**src/rtl/aes_pkg.sv**
```systemverilog
// rtl/aes_pkg.sv - shared AES SubBytes types and constants
package aes_pkg;

    localparam int AES_BYTE_W = 8;
    localparam int AES_NBYTES = 16;

    typedef logic [AES_BYTE_W-1:0] aes_byte_t;

    typedef enum logic [1:0] {
        ST_IDLE = 2'd0,
        ST_RUN  = 2'd1,
        ST_DONE = 2'd2
    } aes_state_e;

endpackage

```
**src/rtl/sbox_byte.sv**
```systemverilog
// rtl/sbox_byte.sv - combinational AES forward S-box, one byte
module sbox_byte
    import aes_pkg::*;
(
    input  aes_byte_t plain,
    output aes_byte_t subst
);

    function automatic aes_byte_t xtime(input aes_byte_t a);
        return {a[6:0], 1'b0} ^ (a[7] ? 8'h1b : 8'h00);
    endfunction

    function automatic aes_byte_t gf_mul(input aes_byte_t a, input aes_byte_t b);
        aes_byte_t p;
        aes_byte_t s;
        p = 8'h00;
        s = a;
        for (int i = 0; i < 8; i++) begin
            if (b[i]) begin
                p = p ^ s;
            end
            s = xtime(s);
        end
        return p;
    endfunction

    // Multiplicative inverse as x^254; maps 0 to 0 as AES requires.
    function automatic aes_byte_t gf_inv(input aes_byte_t x);
        aes_byte_t x2, x4, x8, x16, x32, x64, x128;
        x2   = gf_mul(x, x);
        x4   = gf_mul(x2, x2);
        x8   = gf_mul(x4, x4);
        x16  = gf_mul(x8, x8);
        x32  = gf_mul(x16, x16);
        x64  = gf_mul(x32, x32);
        x128 = gf_mul(x64, x64);
        return gf_mul(gf_mul(gf_mul(x2, x4), gf_mul(x8, x16)),
                      gf_mul(gf_mul(x32, x64), x128));
    endfunction

    function automatic aes_byte_t rotl(input aes_byte_t b, input int k);
        return aes_byte_t'((b << k) | (b >> (8 - k)));
    endfunction

    aes_byte_t inv;

    always_comb begin
        inv   = gf_inv(plain);
        subst = inv ^ rotl(inv, 1) ^ rotl(inv, 2) ^ rotl(inv, 3) ^ rotl(inv, 4) ^ 8'h63;
    end

endmodule

```
**src/rtl/aes_subbytes_seq.sv**
```systemverilog
// rtl/aes_subbytes_seq.sv - sequential SubBytes over a shared S-box (SBOX_DUAL_EN: two lanes)
module aes_subbytes_seq
    import aes_pkg::*;
#(
    parameter int XLEN   = AES_BYTE_W,
    parameter int NBYTES = AES_NBYTES
) (
    input  logic                     clk,
    input  logic                     rst,
    input  logic                     in_valid,
    output logic                     in_ready,
    input  logic [NBYTES*XLEN-1:0]   in_data,
    output logic                     out_valid,
    input  logic                     out_ready,
    output logic [NBYTES*XLEN-1:0]   out_data,
    input  logic                     flush,
    output logic                     busy
);

`ifdef SBOX_DUAL_EN
    localparam int LANES = 2;
`else
    localparam int LANES = 1;
`endif
    localparam int CW = (NBYTES > 1) ? $clog2(NBYTES) : 1;

    aes_state_e              state_q;
    logic [CW-1:0]           cnt_q;
    logic [NBYTES*XLEN-1:0]  work_q;
    logic [NBYTES*XLEN-1:0]  work_nx;
    logic [NBYTES*XLEN-1:0]  result_q;
    logic [XLEN-1:0]         sb_in  [LANES];
    logic [XLEN-1:0]         sb_out [LANES];
    logic                    last_step;

    for (genvar g = 0; g < LANES; g++) begin : g_sbox
        sbox_byte u_sbox (
            .plain (sb_in[g]),
            .subst (sb_out[g])
        );
    end

    // Bytes are replaced in place in the work copy; out_data only changes on completion.
    always_comb begin
        work_nx = work_q;
        for (int l = 0; l < LANES; l++) begin
            sb_in[l] = work_q[(int'(cnt_q) + l)*XLEN +: XLEN];
            work_nx[(int'(cnt_q) + l)*XLEN +: XLEN] = sb_out[l];
        end
    end

    assign last_step = (cnt_q == CW'(NBYTES - LANES));
    assign out_data  = result_q;

    always_ff @(posedge clk or posedge rst) begin
        if (rst) begin
            state_q   <= ST_IDLE;
            cnt_q     <= '0;
            work_q    <= '0;
            result_q  <= '0;
            out_valid <= 1'b0;
            busy      <= 1'b0;
            in_ready  <= 1'b1;
        end else if (flush) begin
            state_q   <= ST_IDLE;
            cnt_q     <= '0;
            out_valid <= 1'b0;
            busy      <= 1'b0;
            in_ready  <= 1'b1;
        end else begin
            case (state_q)
                ST_IDLE: begin
                    if (in_valid) begin
                        work_q   <= in_data;
                        cnt_q    <= '0;
                        state_q  <= ST_RUN;
                        in_ready <= 1'b0;
                        busy     <= 1'b1;
                    end
                end
                ST_RUN: begin
                    work_q <= work_nx;
                    if (last_step) begin
                        result_q  <= work_nx;
                        state_q   <= ST_DONE;
                        out_valid <= 1'b1;
                    end else begin
                        cnt_q <= cnt_q + CW'(LANES);
                    end
                end
                ST_DONE: begin
                    if (out_ready) begin
                        state_q   <= ST_IDLE;
                        cnt_q     <= '0;
                        out_valid <= 1'b0;
                        busy      <= 1'b0;
                        in_ready  <= 1'b1;
                    end
                end
                default: begin
                    state_q   <= ST_IDLE;
                    cnt_q     <= '0;
                    out_valid <= 1'b0;
                    busy      <= 1'b0;
                    in_ready  <= 1'b1;
                end
            endcase
        end
    end

endmodule
```
**config.mk**
```make
export PLATFORM = sky130hd
export DESIGN_NAME = aes_subbytes_seq
export DESIGN_NICKNAME = d
export VERILOG_FILES = /design/src/rtl/aes_pkg.sv /design/src/rtl/sbox_byte.sv /design/src/rtl/aes_subbytes_seq.sv
export SDC_FILE = /design/constraint.sdc
export NUM_CORES = 1
export LEC_CHECK = 0
export BUFFER_PORTS_ARGS = -buffer_cell sky130_fd_sc_hd__buf_2
export CAP_MARGIN = 20
export CORE_MARGIN = 5
export CORE_UTILIZATION = 55
export DETAILED_ROUTE_END_ITERATION = 8
export PLACE_DENSITY = 0.74
export REMOVE_ABC_BUFFERS = 1
export SETUP_SLACK_MARGIN = 0.05
export SLEW_MARGIN = 30
export SYNTH_ARGS = -nofsm -noshare
export SYNTH_HDL_FRONTEND = slang
export SYNTH_SLANG_ARGS = --single-unit
```
**constraint.sdc**
```tcl
create_clock -name clk -period 16.46 [get_ports clk]
set_input_delay 3.292 -clock clk [delete_from_list [all_inputs] [get_ports clk]]
set_output_delay 3.292 -clock clk [all_outputs]
set_load 0.1 [all_outputs]
```
==> results.toml <==
[floorplan]
rows = 81
die_width_um = 232
floorplan.die_area_um2 = 53900
core_um2 = 48800
floorplan.initialDensity = 0.556
ios = 264
dieHeight_um = 232

[critical_path]
criticalPathCategory = "reg -> reg"
cp_slowest_cell = "dfrtp_4"
sort_of_element_at_the_start_of_the_critical_path = "flip-flop"
critPathArrivalTime_ns = 16.21
cp.required_ns = 16.91
setup.worst_path.end_class = "flip-flop"
crit_top_cell = "xnor3_2"
worstPathMaxFanout = 25
worst_path_largest_cell_delay_ns = 0.58

[timing]
timing.slew.headroom = 0.315
clock-skew-final_ns = 0.0255
fin_crit_ns = 15.76
finalSetupViolCount = 0
min_period_over_period = 0.957
rsz_0062_raised_after_global_routing = "no"
slew_viol_final = 0
tightest_slew_ns = 1.02
setup_total_negative_slack_ns = 0
hold_viol = 0
fmax_mhz = 63.5

[synthesis]
synth.top_cells.by_area = "dfrtp_1 (24%), xnor2_1 (13%), xnor3_1 (7.0%), nand2_1 (4.5%), a21oi_1 (4.3%)"
synth_compound_gate_area_share = 0.234
synth_area_um2 = 27100
synth_enable_flop_cells = 0
synth_adder_area_share = 0.00461
synth_warnings = 0
synth_xor_area_frac = 0.267
synth_top_area_cell = "dfrtp_1"
postSynthAreaPerCell_um2 = 8.36
ys.flop_type = "dfrtp_1"
synth.top_cell.area_share = 0.243
synth-seq-area-share = 0.244
post_synthesis_async_set_or_reset_flop_share = 1.00
post_synth_and_or_nand_nor_area_fraction = 0.162
synth.mux.area_fraction = 0.0448
dominant_combinational_cell_family_by_area_after_synthesis = "XOR/XNOR gates"
syn_inst = 3248
postSynthRegisterBits = 265
synth.lib_cells_used.distinct = 101

[cts]
buffer_cell_driving_the_clock_tree_root = "clkbuf_16"
worst_skew_pair.late_latency_ns = 0.56
cts_buffers = 26
tritoncts = "built"
cts_max_path_bufs = 3
clock-sinks = 265
htreeDepth = 1
clkTransAtPathRegs_ns = 0.07

[global_routing]
global_route.usage.total = 0.346
globalRoute.totalOverflow = 0
number_of_antenna_violations_at_the_first_check_in_global_routing = 9
largest_net_degree_at_the_start_of_global_routing = 128
grt_first_pass_wirelength_um = 150000
number_of_global_route_vias_before_repair = 26009

[drt]
final_antenna_net_count = 0
drt_iter0_markers = 2903
drt_pass1_iterations = 6
wirelength_um = 96600
post_drt_wl_per_cell_um = 23.3
avgViaCountPerCell = 6.45
detailroute.via_count = 26773
drc_errors_left = 0

[place]
numPortBuffers = 263
postPlaceCellArea_um2 = 29600
routabilityCongestion = 0.992
place_hpwl_um = 71500
placed_cells = 4098

[min_path]
hold_path_class = "reg -> reg"

[finish]
post-route-util = 0.630
layout-drive-gt1-share = 0.178
area_delta_synth_final_pct = 13.3
instances_no_fill = 4153
final_nets = 3610
postLayoutCellArea_um2 = 30800
number_of_inserted_filler_cells_in_the_final_layout = 4220

[flow_run]
maxCapViolCount = 0

[outcome]
run_status = "finished clean"
-- state kept, by name, indices dropped and copies added, names as in the netlist --
name       flops
busy           1
cnt_q          4
in_ready       1
out_data     128
out_valid      1
state_q        2
work_q       128
-- per-stage QoR --
step	hold WS, ns	setup WS, ns
6_report	0.470	0.701
5_1_grt	0.490	0.0626
4_1_cts	0.476	0.190
3_5_place_dp	0.460	0.284
3_3_place_gp	0.448	0.528
2_1_floorplan	0.465	-3.68
-- timing repair --
action,CTS,global route
setup buffers,0,4
setup endpoints to repair,0,248
resized for setup,0,35
hold buffers,0,0
-- path summary, 6_finish.rpt --
path / startpoint / to / slack (ns) / cells after the start
setup / recovery: cnt_q[2] / out_data[58] / 0.70 / 53
hold / removal: out_data[6] / out_data[6] / 0.47 / 2
setup reg to reg: cnt_q[2] / out_data[58] / 0.70 / 53
hold reg to reg: out_data[6] / out_data[6] / 0.47 / 2
max in group asynchronous: rst / work_q[107] / 11.45 / 5
min in group asynchronous: rst / out_data[98] / 2.68 / 2
-- worst max-delay path, delay by kind of cell (launching register included) --
kind,cells,cell delay (ns)
compound gates,12,2.58
buf+inv,4,0.79
mux,1,0.14
fa+ha+maj,4,1.39
simple gates,9,2.04
flops,1,0.58
xor+xnor,23,8.03
-- area by class of cell --
cell class                 instances  area [µm²]  share of cell area
timing repair buffer             426        2610              0.0848
clock buffer                      36         739              0.0240
clock inverter                    11        92.6             0.00301
tap                              664         831              0.0270
antenna                            3        7.51            0.000244
inverter                          41         161             0.00525
sequential                       265        6640               0.216
multi-input combinational       2707       19700               0.640
-- metal layers --
layer / global-route usage / share of wire / up-vias
met5: 0 / 0.00059 / -
met4: 0.152 / 0.055 / 10
met3: 0.0596 / 0.094 / 331
met2: 0.571 / 0.47 / 1604
met1: 0.448 / 0.38 / 12855
li1: - / - / 11973
-- synthesized netlist by cell type (24+ instances only) --
master / n
o22ai_1: 26
a22oi_1: 125
a21oi_1: 235
nand2_1: 325
dfrtp_1: 264
nand3_1: 69
xnor3_1: 84
mux2i_1: 56
clkbuf_1: 147
or3_1: 25
mux4_2: 24
buf_2: 57
xor2_1: 99
o21a_1: 84
nand2b_1: 25
a21o_1: 40
nor3_1: 84
o21ai_0: 191
nor2b_1: 31
o21ai_1: 172
inv_1: 35
and2_1: 35
nor2_1: 279
xnor2_1: 388
-- cell usage in the layout, fill, tap and decap left out, types with 8 or more instances in the layout --
cell       instances
nand2b_1          25
a211oi_1          21
xnor2_1          368
a221oi_1           8
nand4_1           17
o21ai_0          190
xnor3_1           77
and3_1            17
buf_4            154
xor2_1            96
a31oi_1           12
a21oi_1          235
mux2i_1           56
o21ai_1          170
and2_1            35
nor2_1           276
ha_1              10
a22o_1             8
xor3_1            10
or3_1             25
o211ai_1          12
nor4_1            10
o31ai_1            8
mux2_2             8
a21o_1            40
xnor3_2           15
inv_1             34
xnor2_2           38
a22oi_1          125
o21a_1            84
nor2b_1           31
dfrtp_1          261
mux4_2            24
o22ai_1           26
nor3_1            82
nand3_1           69
buf_2            263
nand2_1          324
clkbuf_16         27
-- logic make-up after synthesis --
family / Yosys count
compound gates: 1023
simple gates: 959
xor+xnor: 625
buf+inv: 276
flops: 265
mux: 90
fa+ha+maj: 10
Power is not shown: default switching activity piles up to over one toggle a cycle in this logic, so the estimate is an artifact.
